## config.mk

```make
export PLATFORM = sky130hd
export DESIGN_NAME = booth_mul_arbiter
export DESIGN_NICKNAME = d
export VERILOG_FILES = /design/src/rtl/booth_mul_arbiter.sv
export SDC_FILE = /design/constraint.sdc
export NUM_CORES = 1
export LEC_CHECK = 0
export ABC_AREA = 1
export BUFFER_PORTS_ARGS = -buffer_cell sky130_fd_sc_hd__buf_4
export CAP_MARGIN = 20
export CORE_MARGIN = 1
export CORE_UTILIZATION = 43
export CTS_BUF_LIST = sky130_fd_sc_hd__clkbuf_2
export CTS_CLUSTER_SIZE = 40
export DETAILED_ROUTE_END_ITERATION = 7
export GPL_ROUTABILITY_DRIVEN = 1
export PLACE_DENSITY = 0.78
export SKIP_CTS_REPAIR_TIMING = 1
export SYNTH_ARGS = -nofsm -noshare
export SYNTH_HDL_FRONTEND = slang
export SYNTH_SLANG_ARGS = --single-unit
```

## constraint.sdc

```tcl
create_clock -name clk -period 1.3 [get_ports clk]
set_input_delay 0 -clock clk [delete_from_list [all_inputs] [get_ports clk]]
set_output_delay 0 -clock clk [all_outputs]
set_load 0.01 [all_outputs]
```

## src/rtl/booth_mul_arbiter.sv

```systemverilog
// booth_mul_arbiter
// Two-requester front end for an external Booth multiplier. One operand pair
// is accepted at a time, issued with a single start pulse, and awaited with
// a timeout. The result is then returned to whichever requester owns the
// transaction. Ties go to the requester that was not granted last time.
module booth_mul_arbiter #(
    parameter int WIDTH   = 8,
    parameter int TIMEOUT = 64
) (
    input  logic               clk,
    input  logic               rst,

    input  logic               req0_valid,
    input  logic [WIDTH-1:0]   req0_a,
    input  logic [WIDTH-1:0]   req0_b,
    output logic               req0_ready,

    input  logic               req1_valid,
    input  logic [WIDTH-1:0]   req1_a,
    input  logic [WIDTH-1:0]   req1_b,
    output logic               req1_ready,

    output logic               rsp0_valid,
    input  logic               rsp0_ready,
    output logic               rsp1_valid,
    input  logic               rsp1_ready,
    output logic [2*WIDTH-1:0] rsp_product,
    output logic               rsp_err,

    output logic               mul_start,
    output logic [WIDTH-1:0]   mul_a,
    output logic [WIDTH-1:0]   mul_b,
    input  logic               mul_done,
    input  logic [2*WIDTH-1:0] mul_product,

    output logic               busy
);

    typedef enum logic [1:0] {
        IDLE  = 2'd0,
        ISSUE = 2'd1,
        WAIT  = 2'd2,
        RESP  = 2'd3
    } state_t;

    localparam int CW = (TIMEOUT > 1) ? $clog2(TIMEOUT) : 1;
    localparam logic [CW-1:0] CNT_LAST = CW'(TIMEOUT - 1);

    state_t             state_q;
    state_t             state_d;
    logic               last_grant_q;
    logic               owner_q;
    logic [WIDTH-1:0]   a_q;
    logic [WIDTH-1:0]   b_q;
    logic [CW-1:0]      cnt_q;

    logic               grant_valid;
    logic               grant_id;
    logic               accept;
    logic               owner_rsp_ready;
    logic               wait_expired;

    // Arbitration: a lone requester wins outright, a tie goes to the one not granted last.
    always_comb begin
        // NOTE: every combinational output gets a default first so no path leaves it unassigned (which would infer a latch).
        grant_valid = 1'b0;
        grant_id    = 1'b0;
        if (req0_valid && req1_valid) begin
            grant_valid = 1'b1;
            grant_id    = ~last_grant_q;
        end else if (req0_valid) begin
            grant_valid = 1'b1;
            grant_id    = 1'b0;
        end else if (req1_valid) begin
            grant_valid = 1'b1;
            grant_id    = 1'b1;
        end
    end

    assign accept          = (state_q == IDLE) && grant_valid && !rst;
    assign owner_rsp_ready = owner_q ? rsp1_ready : rsp0_ready;
    assign wait_expired    = (cnt_q == CNT_LAST);

    // State register.
    always_ff @(posedge clk) begin
        // NOTE: sequential state uses non-blocking assignments so every register samples pre-edge values.
        if (rst) begin
            state_q <= IDLE;
        end else begin
            state_q <= state_d;
        end
    end

    // Next-state logic; mul_done only matters while waiting.
    always_comb begin
        state_d = state_q;
        case (state_q)
            IDLE:    if (grant_valid)                 state_d = ISSUE;
            ISSUE:                                    state_d = WAIT;
            WAIT:    if (mul_done || wait_expired)    state_d = RESP;
            RESP:    if (owner_rsp_ready)             state_d = IDLE;
            default:                                  state_d = IDLE;
        endcase
    end

    // Outputs decoded from the current state; reset masks every strobe in the same cycle.
    always_comb begin
        req0_ready = accept && (grant_id == 1'b0);
        req1_ready = accept && (grant_id == 1'b1);
        mul_start  = (state_q == ISSUE) && !rst;
        rsp0_valid = (state_q == RESP) && (owner_q == 1'b0) && !rst;
        rsp1_valid = (state_q == RESP) && (owner_q == 1'b1) && !rst;
        busy       = (state_q != IDLE);
        mul_a      = a_q;
        mul_b      = b_q;
    end

    // Transaction datapath: operand latch, ownership, wait counter and result capture.
    always_ff @(posedge clk) begin
        if (rst) begin
            last_grant_q <= 1'b1;
            owner_q      <= 1'b0;
            a_q          <= '0;
            b_q          <= '0;
            cnt_q        <= '0;
            rsp_product  <= '0;
            rsp_err      <= 1'b0;
        end else begin
            if (accept) begin
                a_q          <= grant_id ? req1_a : req0_a;
                b_q          <= grant_id ? req1_b : req0_b;
                owner_q      <= grant_id;
                last_grant_q <= grant_id;
            end

            if (state_q == ISSUE) begin
                cnt_q <= '0;
            end else if (state_q == WAIT) begin
                cnt_q <= cnt_q + CW'(1);
            end

            if (state_q == WAIT) begin
                if (mul_done) begin
                    rsp_product <= mul_product;
                    rsp_err     <= 1'b0;
                end else if (wait_expired) begin
                    rsp_product <= '0;
                    rsp_err     <= 1'b1;
                end
            end
        end
    end

endmodule

```

**Yosys cells after proc, flatten, opt, wreduce, memory -nomap -nowiden**

Index checks and enable logic that the tools add are counted.

- Register bits after elaboration: 43
- Bits in latches: 0
- Bits in writable memories: 0
- Bits in read-only memories: 0
- Bits of input ports: 55
- Output and inout port bits: 39
- Memories: 0

- Add/subtract/negate cells: 1
- Multiply operators: 0
- Divide/modulo/power cells: 0
- $lt $le $gt $ge: 0
- Equality and inequality tests: 7
- Shift-type cells: 0
- Mux-type cells: 16
- Bitwise gates (word level): 3
- Reduce and logical (&&, ||, !) cells: 18

Operators with widths:

| operator | number |
|---|---|
| 2-to-1 mux 16 bit | 2 |
| 2-to-1 mux 8 bit | 2 |
| logical AND 1 bit | 10 |
| 2-to-1 mux 1 bit | 8 |
| one-hot mux 2 bit (4 select lines) | 1 |
| adder 6 x 1 -> 6 bit (second input constant) | 1 |
| equality test 6 bit (second input constant) | 1 |
| 2-to-1 mux 2 bit | 3 |
| != test 2 bit (second input constant) | 3 |
| equality test 2 bit (second input constant) | 2 |
| nonzero test 2 bit | 2 |
| inverter 1 bit | 3 |
| AND reduction 3 bit | 1 |
| equality test 2 x 1 -> 1 bit (second input constant) | 1 |
| zero test 2 bit | 1 |
| AND reduction 2 bit | 1 |
| OR reduction 2 bit | 1 |
| zero test 1 bit | 1 |
| logical OR 1 bit | 1 |

**Logic depth before layout (Yosys ltp)**

Gate-level depths: netlist (run 1).

- Depth after elaboration: 6
- Depth in mapped cells: 9
- Depth with buffers taken out: 8

**Worst setup path after synthesis (run 1)**

Ideal clock, no wire load.

- Path kind: register to register
- From: reg state_q[0]
- To: reg a_q[0] (netlist: mul_a[0])
- Library setup time: 132 ps
- Arrival time: 1199 ps
- Required time: 1168 ps
- Slack: -32 ps
- Stages on the path, launching flop included: 9
- Path buffers: 1
- Cell sequence: dfxtp_1 inv_1 ha_1 o21ai_2 nor2_4 inv_2 buf_4 nand2_1 a21oi_1

- Longest elaborated chain between the ends: 3

Ends and longest elaborated chain:

| item | RTL line | source |
|---|---|---|
| start: declaration | 49 | `state_t state_q;` |
| start signal: assignment | 90 | `state_q <= state_d;` |
| zero test 2 bit | 80 | `assign accept = (state_q == IDLE) && grant_valid && !rst;` |
| logical AND 1 bit (2 in series) | 80 |  |
| end signal: assignment | 130 | `a_q <= grant_id ? req1_a : req0_a;` |
| end: declaration | 53 | `logic [WIDTH-1:0] a_q;` |

Every way passes these cells.
A chain may end at the register's enable or synchronous reset.

**Final worst setup path (run 1)**

- From: reg state_q[0]
- To: out req0_ready

- Longest elaborated chain between the ends: 4

Ends and longest elaborated chain:

| item | RTL line | source |
|---|---|---|
| zero test 2 bit | 80 |  |
| logical AND 1 bit (2 in series) | 80 |  |
| logical AND 1 bit | 108 | `req0_ready = accept && (grant_id == 1'b0);` |
| end: declaration | 16 | `output logic req0_ready,` |

Every way passes these cells.

==> results of run 1 <==
[through the flow]
stage / setup slack [ns] / power (mW) / hold slack (ns) / utilization, %
floorplan: -0.0179 / 2.56 / 0.147 / -
global placement: -0.0175 / 3.17 / 0.266 / 62.7
detailed placement: -0.0346 / 3.20 / 0.272 / 62.7
CTS: -0.286 / 3.94 / -0.204 / 64.2
global route: -0.353 / 4.93 / 0.0400 / 82.8
finish: -0.262 / 4.66 / 0.0343 / 82.8
[layer usage]
layer	vias to the layer above	part of all wire (%)
li1	1214	-
met1	1169	40
met2	128	51
met3	24	6.4
met4	0	2.6
met5	-	0
[Yosys cell counts, drive strengths merged]
cell / count
buf: 12
nand3: 22
nor3: 3
inv: 21
o21ai: 3
o21a: 1
xor2: 2
nor2: 15
ha: 6
a21oi: 37
dfxtp: 43
clkbuf: 1
nand2: 117
xnor2: 1
[logic make-up (layout without fill, tap and decap cells)]
family,after synthesis,after routing
AO/OA/AOI/OAI,41,41
XOR/XNOR,3,3
adder cells (fa/ha/maj),6,6
buffers and inverters,34,191
flip-flops,43,43
AND/OR/NAND/NOR,157,159
[where the power goes]
group	internal [mW]	switching [mW]
Clock	0.316	0.442
Combinational	1.08	1.14
Sequential	1.53	0.158
[registers in the layout, summed over array words and instances, names as in the netlist]
register and flops:
cnt_q 6, last_grant_q 1, rsp_err 1, rsp_product 16, mul_b 8, state_q 2, owner_q 1, mul_a 8
[cell usage in the layout, fill, tap and decap left out, types with 2 or more instances in the layout]
cell / count
buf_4: 106
nor2_1: 11
dfxtp_2: 3
ha_1: 2
nand2_1: 106
nand3_1: 16
dlygate4sd3_1: 51
nand3_2: 6
dfxtp_1: 39
xor2_1: 2
nand2_4: 7
clkbuf_2: 5
a21oi_1: 35
buf_6: 2
a21oi_2: 2
inv_1: 14
o21ai_0: 2
buf_12: 2
ha_4: 3
nand2_2: 5
nor2_4: 4
inv_2: 5
[worst paths after layout]
check	endpoint	slack, ns	depth (start not counted)
setup reg to reg	state_q[0]$_SDFFE_PP0P_	-0.08	9
setup / recovery	req0_ready	-0.26	7
hold reg to reg	mul_b[7]$_SDFFE_PP0P_	0.48	2
hold / removal	state_q[1]$_SDFFE_PP0P_	0.03	6
[area by class of cell]
cell class	count	area, sq um
repair buffers	162	1390
clock buffers	5	25.0
well taps	52	65.1
inverters	21	86.3
multi-input cells	209	1150
flip-flops and latches	43	868
clock inverters	3	38.8
fillers	246	753
[worst min-delay path, stage by stage]
cell and delay [ns]:
buf_4 0.09, nor3_4 0.04, nor2_4 0.14, nand3_2 0.08
nand2_1 0.05, nor2_1 0.04
==> impl_metrics.yaml, run 1 <==
status:
  status: "finished with violations"
  violations: "setup timing"
layout:
  final_nets: 503
  antennaDiodeCount: 0
  drive_above_1_share_pct: 36.3
  syn_to_final_growth_pct: 83.2
  final_area_sq_um: 3630
  fin_cells: 495
placement:
  place_hpwl_mm: 3.72
  port_buffers: 93
  dpl_cell_area_sq_um: 2750
  finalWeightedCongestion: 0.871
  dp.cells: 426
logic_synthesis:
  yosys_register_bits: 43
  synth_top_family_by_area: "simple AND/OR/NAND/NOR gates"
  syn_area_sq_um: 1980
  synth_top_area_cell: "dfxtp_1"
  syn_inst: 284
  synthMuxAreaShare_pct: 0
  synthAdderAreaFrac_pct: 3.79
  yosysSeqAreaShare_pct: 43.4
  synth_xor_area_share_pct: 1.33
  postSynthAreaPerCell_sq_um: 6.98
  synthTopCellsByArea: "dfxtp_1, nand2_1, a21oi_1"
  synth_cell_types: 23
  synth_simple_gate_area_share_pct: 32.4
  synth_fp_nets: 345
  yosys_warnings: 0
  synth-compound-area-share_pct: 10.7
  synth.top_cell.area_share_pct: 43.4
floorplanning:
  fp.dieArea_sq_um: 4880
  core.rowCount: 24
  ios: 94
  die_x_um: 69.9
  die_y_um: 69.9
  start_util_pct: 45.2
  fp.coreArea_sq_um: 4380
cts:
  insertion_delay_ns: 0.43
  cts-htree-levels: 2
  clk_path_buf_depth: 2
  cts_root_buffer: "clkbuf_2"
  cts_sinks: 43
  tritoncts: "done"
  cts_made_buffers: 5
  clk_pin_slew_ns: 0.20
critical_path:
  crit_path_max_incr_delay_ns: 0.41
  reg2reg_from: "state_q[0]$_SDFFE_PP0P_"
  critPathRequiredTime_ns: 1.30
  start_kind: "flip-flop"
  worstSetupStartpoint: "state_q[0]$_SDFFE_PP0P_"
  crit_chain: "clkinv_4 > ha_4 > o21ai_4 > nor2_4 > nand2_1 > inv_1 > buf_4"
  crit_family: "flip-flops"
  cpMaxStageDelayCell: "dfxtp_4"
  cp-end-kind: "primary output"
  crit_fanout: 5
  crit_type: "flip-flop to primary output"
  cp.arrival_ns: 1.56
  worst-path-buf-inv: 3
route:
  detail-route-antenna-nets: 0
  drtIter0Drc: 129
  avgViaCountPerCell: 5.12
  vias: 2535
  drt_pass1_iterations: 5
  wirelength_mm: 7.34
  wl_per_cell_um: 14.8
  route.detailed.drc: 0
hold_path:
  worstHoldStart: "rsp0_ready"
  min_path_type: "primary input to flip-flop"
global_route:
  grt_pass1_vias: 1902
  antenna_found_initial: 0
  grt.busiest_layer: "met2"
  use_met3_pct: 5.19
  use_met1_pct: 27.3
  grt_overflow: 0
  globalRouteMet2Util_pct: 32.6
  grt_use_total_pct: 20.5
  grt_pass1_wl_mm: 8.20
  grt_max_degree: 30
power_and_ir_drop:
  power.density_nw_per_um2: 1280
  p_leak_nw: 1.69
  ir_drop_mv: 1.00
timing:
  relSlewSlack_pct: 78.7
  worst_pin_slew_ns: 0.319
  finalHoldViolCount: 0
  finalSetupViolCount: 23
  fmax_mhz: 640
  layout_worst_path_cycle_share_pct: 120
  setup_ws_ns: -0.262
  setup_tns_ns: -1.40
  fin_skew_ns: 0.0175
  period_needed_ns: 1.56
  rsz0062_at_grt: "yes"
  maxSlewViolCount: 0
job:
  timing.max_cap.violations: 0
No activity file was read; power rests on OpenSTA's default activity.
==> inputs of run 2 (changes only) <==
--- a/config.mk
+++ b/config.mk
@@ -5,11 +5,10 @@
 export SDC_FILE = /design/constraint.sdc
 export NUM_CORES = 1
 export LEC_CHECK = 0
-export ABC_AREA = 1
 export BUFFER_PORTS_ARGS = -buffer_cell sky130_fd_sc_hd__buf_4
 export CAP_MARGIN = 20
 export CORE_MARGIN = 1
-export CORE_UTILIZATION = 43
+export CORE_UTILIZATION = 42
 export CTS_BUF_LIST = sky130_fd_sc_hd__clkbuf_2
 export CTS_CLUSTER_SIZE = 40
 export DETAILED_ROUTE_END_ITERATION = 7
==> impl_metrics.yaml, run 2 <==
status:
  status: "finished with violations"
  violations: "hold timing, setup timing"
cts:
  cts-htree-levels: 2
  cts_sinks: 43
  cts_root_buffer: "clkbuf_2"
  tritoncts: "done"
  clk_pin_slew_ns: 0.25
  cts_made_buffers: 5
  insertion_delay_ns: 0.45
  clk_path_buf_depth: 2
logic_synthesis:
  yosys_warnings: 0
  synth_top_area_cell: "dfxtp_1"
  ys_top_cells_by_count: "dfxtp_1, nor2_1, mux2i_1"
  synthArstFlopShare_pct: 0
  syn_inst: 177
  synth-main-ff-cell: "dfxtp_1"
  postSynthAreaPerCell_sq_um: 10.2
  syn_area_sq_um: 1810
  synth_fp_nets: 238
  yosysMostFrequentCell: "dfxtp_1"
  synth_edf_count: 0
  yosysSeqAreaShare_pct: 47.6
  synthTopCellsByArea: "dfxtp_1, mux2i_1, a22o_1"
  synth.top_cell.area_share_pct: 47.6
  synth_cell_types: 33
  yosys_register_bits: 43
floorplanning:
  die_y_um: 67.6
  fp.coreArea_sq_um: 4060
  ios: 94
  start_util_pct: 44.6
  die_x_um: 67.6
  fp.dieArea_sq_um: 4570
  core.rowCount: 23
timing:
  timing.hold.ws_ns: -0.0638
  finalHoldViolCount: 3
  worst_pin_slew_ns: 0.345
  fin_skew_ns: 0.0145
  maxSlewViolCount: 0
  setup_ws_ns: -0.287
  finalSetupViolCount: 45
  setup_tns_ns: -6.11
  fmax_mhz: 630
  period_needed_ns: 1.59
  relSlewSlack_pct: 77.0
  rsz0062_at_grt: "yes"
  layout_worst_path_cycle_share_pct: 122
global_route:
  grt_use_total_pct: 20.0
  grt_pass1_vias: 1568
  antenna_found_initial: 0
  grt_overflow: 0
  grt_max_degree: 34
  grt_pass1_wl_mm: 6.79
critical_path:
  r2r_setup_slack_ns: -0.27
  crit_type: "flip-flop to primary output"
  critPathRequiredTime_ns: 1.30
  reg2reg_from: "state_q[0]$_SDFFE_PP0P_"
  cp-end-kind: "primary output"
  reg2reg_to: "mul_a[7]$_SDFFE_PP0P_"
  crit_fanout: 4
  r2r_cells: 8
  cp.arrival_ns: 1.59
  start_kind: "flip-flop"
hold_path:
  worstHoldStart: "rst"
  min_path_type: "primary input to flip-flop"
  whs_path_depth: 3
  min_to: "rsp_product[4]$_SDFFE_PP0P_"
power_and_ir_drop:
  p_leak_nw: 1.59
  power_mw: 5.54
  p_int_mw: 3.39
  clkPwrFrac_pct: 11.8
  power.density_nw_per_um2: 1560
  p_comb_share_pct: 55.0
  sw_frac_of_total_pct: 38.7
  p_seq_share_pct: 33.3
  ir_drop_mv: 1.11
  p_switching_mw: 2.14
layout:
  final_area_sq_um: 3540
  fin_cells: 397
  largest_reg_flops: 16
  postLayoutCoreUtil_pct: 87.3
  final_nets: 407
  final_cell_mix: "buf_4, dlygate4sd3_1, dfxtp_1, nor2_1, mux2i_1"
  top_register: "rsp_product"
  final_common_cell: "buf_4"
  n_fill_cell: 175
  drive_above_1_share_pct: 45.2
  syn_to_final_growth_pct: 95.8
  antennaDiodeCount: 0
route:
  wirelength_mm: 6.94
  wl_per_cell_um: 17.5
  route.detailed.drc: 0
  detail-route-antenna-nets: 0
  drtIter0Drc: 105
  vias: 2096
  drt_pass1_iterations: 4
  avgViaCountPerCell: 5.28
placement:
  dpl_cell_area_sq_um: 2690
  preCtsSetupSlack_ns: -0.329
  dp.cells: 327
  place_hpwl_mm: 3.28
  port_buffers: 93
  finalWeightedCongestion: 0.776
job:
  timing.max_cap.violations: 0
## run 2: layout make-up
cell class	count	area (sq um)	area share, %
clock buffer	5	25.0	0.706
tap	50	62.6	1.77
timing repair buffer	174	1540	43.4
multi-input combinational	118	1010	28.5
clock inverter	3	23.8	0.671
sequential	43	866	24.4
inverter	4	17.5	0.495
## run 2: logic make-up (layout without fill, tap and decap cells)
group	count (synthesis)	in the layout	synth area share, %
AOI/OAI and AO/OA	45	45	19.4
xor gates and xnor gates	4	4	1.94
buffers and inverters	16	186	5.12
muxes	19	19	10.5
and+or+nand+nor	44	44	11.3
adders and majority gates	6	6	4.15
DFF	43	43	47.6
## run 2: worst max-delay path: stages, from the launching register on
cell and delay (ns):
dfxtp_2 0.39, inv_2 0.07, buf_6 0.10, ha_4 0.15, o21ai_4 0.08, nor3_1 0.18
buf_4 0.17
## run 2: how the worst max path moves through the flow
| stage | depth (start not counted) | from | end |
|---|---|---|---|
| after CTS | 6 | state_q[1]$_SDFFE_PP0P_ | req1_ready |
| after detailed placement | 5 | state_q[0]$_SDFFE_PP0P_ | rsp_product[13]$_SDFFE_PP0P_ |
| after global routing | 5 | state_q[0]$_SDFFE_PP0P_ | rsp0_valid |
| after global placement | 5 | state_q[0]$_SDFFE_PP0P_ | rsp_product[14]$_SDFFE_PP0P_ |
| after floorplan | 6 | cnt_q[0]$_SDFFE_PP0N_ | rsp_product[0]$_SDFFE_PP0P_ |
| final | 6 | state_q[0]$_SDFFE_PP0P_ | req0_ready |
## run 2: per-layer routing
metal	wire, um	vias to the layer above	global-route usage (%)
met1	2510	987	23.3
met2	3660	117	33.3
met5	0	-	0
met3	560	21	7.43
li1	-	971	-
met4	198	0	6.38
## run 2: power groups by stage
stage | registers [mW] | logic (mW) | clock network [mW]
after floorplan | 1.92 | 1.09 | 0
after global placement | 1.80 | 2.08 | 0
after detailed placement | 1.81 | 2.14 | 0
after CTS | 1.78 | 2.14 | 0.633
after global routing | 1.86 | 3.23 | 0.711
final | 1.84 | 3.04 | 0.652
==> inputs of run 3 (changes only) <==
--- a/config.mk
+++ b/config.mk
@@ -14,6 +14,7 @@
 export DETAILED_ROUTE_END_ITERATION = 7
 export GPL_ROUTABILITY_DRIVEN = 1
 export PLACE_DENSITY = 0.78
+export RECOVER_POWER = 50
 export SKIP_CTS_REPAIR_TIMING = 1
 export SYNTH_ARGS = -nofsm -noshare
 export SYNTH_HDL_FRONTEND = slang
==> impl_metrics.yaml, run 3 (synthesis results as in run 2) <==
cts:
  tritoncts: "done"
  cts_made_buffers: 5
  clk_path_buf_depth: 2
  cts_root_buffer: "clkbuf_2"
  clk_pin_slew_ns: 0.25
  cts_sinks: 43
  cts-htree-levels: 2
  insertion_delay_ns: 0.45
floorplanning:
  start_util_pct: 44.6
  die_x_um: 67.6
  core.rowCount: 23
  die_y_um: 67.6
  fp.coreArea_sq_um: 4060
  fp.dieArea_sq_um: 4570
  ios: 94
timing:
  finalHoldViolCount: 3
  finalSetupViolCount: 45
  fin_skew_ns: 0.0141
  relSlewSlack_pct: 77.1
  fmax_mhz: 630
  setup_tns_ns: -6.17
  rsz0062_at_grt: "yes"
  maxSlewViolCount: 0
  setup_ws_ns: -0.287
  worst_pin_slew_ns: 0.343
  period_needed_ns: 1.59
  layout_worst_path_cycle_share_pct: 122
  timing.hold.ws_ns: -0.0629
layout:
  syn_to_final_growth_pct: 92.3
  multiInputGateArea_sq_um: 1010
  largest_reg_flops: 16
  top_register: "rsp_product"
  regArea_sq_um: 866
  drive_above_1_share_pct: 40.3
  final_area_sq_um: 3480
  n_fill_cell: 198
  final_cell_mix: "buf_4, dlygate4sd3_1, dfxtp_1, nor2_1, mux2i_1"
  fin_cells: 397
  antennaDiodeCount: 0
  final_common_cell: "buf_4"
  final_nets: 407
global_route:
  grt_pass1_vias: 1568
  grt_overflow: 0
  grt_use_total_pct: 20.0
  grt_max_degree: 34
  antenna_found_initial: 0
  grt_pass1_wl_mm: 6.79
route:
  wirelength_mm: 6.91
  drt_pass1_iterations: 4
  detail-route-antenna-nets: 0
  route.detailed.drc: 0
  wl_per_cell_um: 17.4
  vias: 2092
  drtIter0Drc: 107
  avgViaCountPerCell: 5.27
placement:
  dp.cells: 327
  preCtsSetupSlack_ns: -0.329
  port_buffers: 93
  place_hpwl_mm: 3.28
  finalWeightedCongestion: 0.776
  dpl_cell_area_sq_um: 2690
critical_path:
  cp.arrival_ns: 1.59
  cp-end-kind: "primary output"
  crit_fanout: 4
  critPathRequiredTime_ns: 1.30
  crit_type: "flip-flop to primary output"
  start_kind: "flip-flop"
power_and_ir_drop:
  p_leak_nw: 1.52
  ir_drop_mv: 1.08
  power.density_nw_per_um2: 1560
job:
  timing.max_cap.violations: 0
hold_path:
  min_path_type: "primary input to flip-flop"
status:
  violations: "hold timing, setup timing"
  status: "finished with violations"
run 3: worst paths after layout:
| check | startpoint | end | slack [ns] | depth (start not counted) |
|---|---|---|---|---|
| max | state_q[0]$_SDFFE_PP0P_ | req0_ready | -0.29 | 6 |
| min | rst | rsp_product[4]$_SDFFE_PP0P_ | -0.06 | 3 |
| max reg2reg | state_q[0]$_SDFFE_PP0P_ | mul_a[7]$_SDFFE_PP0P_ | -0.27 | 8 |
| min reg2reg | mul_a[0]$_SDFFE_PP0P_ | mul_a[0]$_SDFFE_PP0P_ | 0.52 | 2 |
run 3: worst max-delay path, cell delays in order, from the launching register on:
cell and delay, ns:
dfxtp_2 0.39, inv_2 0.07, buf_6 0.11, ha_4 0.15, o21ai_4 0.08, nor3_1 0.18, buf_4 0.16
run 3: where the power goes:
part           total [mW]  leakage (nW)  internal (mW)  switching, mW
Clock               0.648        0.0256          0.138          0.510
Combinational        2.92          1.14           1.52           1.41
Sequential           1.84         0.354           1.62          0.214
run 3: area by class of cell:
class / instances / share of cell area, %
Clock inverter: 3 / 0.683
Sequential cell: 43 / 24.9
Tap cell: 50 / 1.80
Multi-Input combinational cell: 118 / 29.0
Inverter: 4 / 0.504
Clock buffer: 5 / 0.719
Timing Repair Buffer: 174 / 42.4
run 3: layer usage:
| metal | vias to the layer above | GRT usage [%] | wire, um |
|---|---|---|---|
| li1 | 973 | - | - |
| met2 | 114 | 33.3 | 3630 |
| met5 | - | 0 | 0 |
| met1 | 982 | 23.3 | 2520 |
| met4 | 0 | 6.38 | 211 |
| met3 | 23 | 7.43 | 554 |
run 3: through the flow:
step | power [mW] | util [%]
2_1_floorplan | 3.01 | -
3_3_place_gp | 3.88 | 66.3
3_5_place_dp | 3.95 | 66.3
4_1_cts | 4.56 | 67.5
5_1_grt | 5.68 | 85.7
6_report | 5.41 | 85.7
